$ cat src/rtl/seq_run_tracker.sv
// seq_run_tracker: statistics for a serial detector output z.
// It counts rising edges of z, measures the length of each high run,
// and holds the longest completed run. Every output is a flop, so no
// combinational path exists from z or clr to any output.
module seq_run_tracker #(
  parameter int CNT_W = 8,
  parameter int LEN_W = 8
) (
  input  logic             Clk,
  input  logic             reset,
  input  logic             z,
  input  logic             clr,
  output logic [CNT_W-1:0] event_cnt,
  output logic [LEN_W-1:0] cur_len,
  output logic [LEN_W-1:0] max_len,
  output logic             active,
  output logic             new_event,
  output logic             overflow
);

  typedef enum logic [1:0] {
    IDLE     = 2'd0,
    RUN      = 2'd1,
    DONE     = 2'd2,
    WAIT_LOW = 2'd3
  } state_t;

  localparam logic [CNT_W-1:0] CNT_MAX = '1;
  localparam logic [LEN_W-1:0] LEN_MAX = '1;

  state_t           state;
  state_t           state_next;
  logic [CNT_W-1:0] cnt_next;
  logic [LEN_W-1:0] len_next;
  logic [LEN_W-1:0] max_next;
  logic             new_next;
  logic             ovf_next;

  // State and statistics registers; reset lands in IDLE so a z already
  // high at reset release is counted as a fresh event.
  always_ff @(posedge Clk or negedge reset) begin
    if (!reset) begin
      state     <= IDLE;
      event_cnt <= '0;
      cur_len   <= '0;
      max_len   <= '0;
      active    <= 1'b0;
      new_event <= 1'b0;
      overflow  <= 1'b0;
    end else begin
      state     <= state_next;
      event_cnt <= cnt_next;
      cur_len   <= len_next;
      max_len   <= max_next;
      active    <= (state_next == RUN);
      new_event <= new_next;
      overflow  <= ovf_next;
    end
  end

  // Next-state logic; clr takes priority and parks in WAIT_LOW while z
  // is still high so a run that straddles the clear is never counted.
  always_comb begin
    state_next = state;
    if (clr) begin
      state_next = z ? WAIT_LOW : IDLE;
    end else begin
      case (state)
        IDLE, DONE: state_next = z ? RUN : IDLE;
        RUN:        if (!z) state_next = DONE;
        WAIT_LOW:   if (!z) state_next = IDLE;
        default:    state_next = IDLE;
      endcase
    end
  end

  // Next values of the statistics registers for the current state and z.
  always_comb begin
    cnt_next = event_cnt;
    len_next = cur_len;
    max_next = max_len;
    new_next = 1'b0;
    ovf_next = overflow;
    if (clr) begin
      cnt_next = '0;
      len_next = '0;
      max_next = '0;
      ovf_next = 1'b0;
    end else begin
      case (state)
        IDLE, DONE: begin
          if (z) begin
            len_next = LEN_W'(1);
            new_next = 1'b1;
            if (event_cnt == CNT_MAX) begin
              ovf_next = 1'b1;
            end else begin
              cnt_next = event_cnt + CNT_W'(1);
            end
          end
        end
        RUN: begin
          if (z) begin
            if (cur_len != LEN_MAX) begin
              len_next = cur_len + LEN_W'(1);
            end
          end else if (cur_len > max_len) begin
            max_next = cur_len;
          end
        end
        default: begin
        end
      endcase
    end
  end

endmodule

$ cat config.mk
export PLATFORM = sky130hd
export DESIGN_NAME = seq_run_tracker
export DESIGN_NICKNAME = d
export VERILOG_FILES = /design/src/rtl/seq_run_tracker.sv
export SDC_FILE = /design/constraint.sdc
export NUM_CORES = 1
export LEC_CHECK = 0
export CELL_PAD_IN_SITES_DETAIL_PLACEMENT = 0
export CELL_PAD_IN_SITES_GLOBAL_PLACEMENT = 1
export CORE_UTILIZATION = 40
export DETAILED_ROUTE_END_ITERATION = 10
export GPL_TIMING_DRIVEN = 0
export PLACE_DENSITY = 0.89
export SLEW_MARGIN = 20
export SYNTH_ARGS = -nofsm -noshare
export SYNTH_HDL_FRONTEND = slang
export SYNTH_SLANG_ARGS = --single-unit
$ cat constraint.sdc
create_clock -name Clk -period 2 [get_ports Clk]
set_input_delay 0.5 -clock Clk [delete_from_list [all_inputs] [get_ports Clk]]
set_output_delay 0.5 -clock Clk [all_outputs]
set_load 0.05 [all_outputs]
==> key figures <==
Status
  – Outcome: finished clean

Worst setup path
  – Levels on crit path: 1
  – RR Startpoint: cur_len[3]$_DFFE_PN0P_
  – CP Capture Type: output port
  – Max incr delay on CP: 0.81 ns
  – WP data arrival: 1.46 ns
  – Critical path class: reg2out
  – WP buf/inv: 1
  – Critical path fanouts, max: 3
  – Worst path cell trace: clkdlybuf4s50_1
  – R2R depth: 7
  – Critical Path Source: max_len[4]$_DFFE_PN0P_
  – Crit-path slowest cell: clkdlybuf4s50_1
  – CP delay by family, top: buffers and inverters
  – CP Launch Type: register
  – WP data required: approximately 1.5 ns

Timing
  – Final setup viols: 0
  – Worst Tran Pin Value: ~0.64 ns
  – Fin Setup TNS: 0 ns
  – Crit path time final: between 1.5 and 2 ns
  – Final Hold Slack: about 0.24 ns
  – Slew Limit Fails: 0
  – Max-slew headroom at the worst pin: 0.572
  – Final period util: 0.979
  – Highest clock rate: between 0.5 and 0.6 GHz
  – Final Hold Fails: 0
  – Clock Skews: 0.00545 ns
  – Unrepaired setup endpoints after global routing: false

Power and ir drop
  – Pwr/cell area: ~570 mW/mm2
  – Leak: between 1 and 1.5 nW
  – VDD IR max: between 400 and 500 uV

Finish
  – Commonest non-fill, non-tap cells in the layout: dfrtp_1 (28), nor2_1 (17), nand2b_1 (16)
  – Design Area, Final: ~0.0021 mm2
  – Commonest non-fill, non-tap cell in the layout: dfrtp_1
  – Share of layout cells above drive strength 1: 0.0833
  – Filler cell count: 380
  – Area Growth Syn to Fin: 26.0%
  – ANT cells: 0
  – # nets final: about 220

Clock tree
  – Clock Sinks: 29
  – CTS Buf Count: 5
  – Reg clk slew, reported paths: about 0.060 ns
  – Clk root buf: clkbuf_8
  – # hold bufs at CTS: 0
  – CTS tree: built
  – Longest Clk Path Bufs: 2
  – Setup bufs post-CTS: 0
  – Clk Latency, worst-skew pair: around 0.28 ns
  – H-tree depth: 2
  – Post-CTS Resized: 14

Detailed routing
  – Antenna Nets Post-Route: 0
  – Vias per cell: just over 5
  – # DRC: 0
  – DR iter-0 viols: 29
  – Drt pass-1 iters: 4
  – Final WL: 3320 um
  – Detailed-route via count: 1300
  – Wirelength per Cell: ~13 um

Yosys
  – Number of synthesized flops with an enable pin: 0
  – Flops & latches, synth: 29
  – Post-synthesis compound-gate area fraction: 0.111
  – Synth cell types: 38
  – Synth top area share: 0.437
  – Asr flop ratio synth: 1.00
  – Mean post-synth cell area: around 9.9 um2
  – Largest family of logic cells by synthesized area: simple AND/OR/NAND/NOR gates
  – Adder-Cell Fraction of Synth Area: 0.0754
  – Syn_nets: between 150 and 200
  – Synthesized instance count: between 150 and 200
  – Post-synthesis sequential area ratio: 0.437
  – Netlist Area Pre-Place: 0.00166 mm2
  – Multiplexer area fraction after synthesis: 0.0664
  – XOR/XNOR share of the synthesized area: 0.0317
  – Largest area contributor in the netlist: dfrtp_1
  – Largest cells by area after synthesis: dfrtp_1 (44%), ha_1 (7.5%), mux2i_1 (6.6%), nand2b_1 (6.0%), nor2_1 (3.8%)
  – Simple-Gate Fraction of Synth Area: 0.243
  – Commonest register cell after synthesis: dfrtp_1
  – Synth Warn #: 0

Hold path
  – HP Class: in2async

Die
  – Area of the die: about 0.0044 mm2
  – I/O pins: 31
  – Die width: between 60 and 70 um
  – Initial Utilization: 0.415
  – Die H: 66.4 um
  – Core ar.: 0.00400 mm2
  – Row count: 23

Global routing
  – First-pass GRT wire length: between 5000 and 6000 um
  – Initial antenna violation count: 0
  – Pin count of the biggest net entering global routing: 30
  – Number of global-route vias before repair: between 1000 and 1500
  – Total GRT Usage: 0.170
  – Total gr overflow: 0

Flow run
  – Maxcap violations: 0

Placement
  – Gpl congestion: about 0.79
  – IO Port Bufs: 29
  – Dpl hpwl: between 2000 and 2500 um
  – Dpl cell area: ~0.0020 mm2
-- synth_stat cells, types with 2 or more instances --
| master | n |
|---|---|
| buf_2 | 2 |
| a21oi_1 | 8 |
| mux2i_1 | 11 |
| or2b_1 | 3 |
| o21ai_0 | 2 |
| ha_1 | 10 |
| a41oi_1 | 2 |
| nor3_1 | 2 |
| a211oi_1 | 2 |
| clkbuf_1 | 4 |
| a31oi_1 | 5 |
| and3_1 | 4 |
| nand2b_1 | 16 |
| nor2b_1 | 2 |
| nand4_1 | 5 |
| nand3_1 | 2 |
| inv_1 | 9 |
| nor2_1 | 17 |
| xor2_1 | 5 |
| dfrtp_1 | 29 |
| nand2_1 | 10 |
-- worst register-to-register path: stages (launching register included) --
cell,delay [ns]
dfrtp_1,0.48
ha_1,0.37
nand4_1,0.10
nor2_1,0.04
nor3_1,0.17
o31a_1,0.16
buf_2,0.25
mux2i_1,0.23
-- metal layers --
| layer | global-route usage | vias up | routed length, um |
|---|---|---|---|
| li1 | - | 649 | - |
| met1 | 0.232 | 619 | 1650 |
| met2 | 0.251 | 28 | 1490 |
| met3 | 0.0466 | 4 | 152 |
| met4 | 0.0718 | 0 | 28 |
| met5 | 0 | - | 0 |
-- cell families (layout without fill, tap and decap cells) --
logic type,count (synthesis),in the layout
AO/OA/AOI/OAI,25,25
multiplexers,11,11
adder cells (fa/ha/maj),10,10
flip-flops,29,29
buffers and inverters,15,52
AND/OR/NAND/NOR,71,71
XOR/XNOR,6,6
-- layout make-up --
type	instances	area [um2]	share of cell area
buffer	6	25.0	0.0120
sequential	29	727	0.348
inverter	9	33.8	0.0162
tap	50	62.6	0.0299
multi-input combinational	123	875	0.418
clock buffer	8	80.1	0.0383
timing repair buffer	29	288	0.138
-- per-stage QoR --
| step | utilization | cells | power, mW | worst slack [ns] |
|---|---|---|---|---|
| 2_1_floorplan | - | 167 | 0.703 | 0.00664 |
| 3_3_place_gp | 0.503 | 246 | 0.750 | -0.222 |
| 3_5_place_dp | 0.502 | 246 | 0.749 | -0.0575 |
| 4_1_cts | 0.518 | 254 | 1.21 | 0.00427 |
| 5_1_grt | 0.523 | 254 | 1.25 | 0.00326 |
| 6_report | 0.523 | 254 | 1.19 | 0.0411 |
-- power breakdown --
group          switching [mW]  total, mW  internal [mW]  leakage [nW]
Combinational          0.0812      0.122         0.0411         0.647
Clock                   0.211      0.457          0.247        0.0395
Sequential             0.0134      0.610          0.597         0.396
Total                   0.305       1.19          0.885          1.08
-- state kept, by name, indices dropped and copies added (netlist names) --
name and count:
event_cnt 8, active 1, overflow 1, cur_len 8, new_event 1, state 2, max_len 8
-- worst paths after layout --
kind / slack, ns / to
max reg2reg: 0.12 / max_len[4]$_DFFE_PN0P_
min reg2reg: 0.50 / overflow$_DFFE_PN0P_
min: 0.24 / overflow$_DFFE_PN0P_
min in group Clk: 0.50 / overflow$_DFFE_PN0P_
max: 0.04 / max_len[4]
max in group asynchronous: 1.30 / cur_len[5]$_DFFE_PN0P_
No activity file was read; power rests on OpenSTA's default activity.
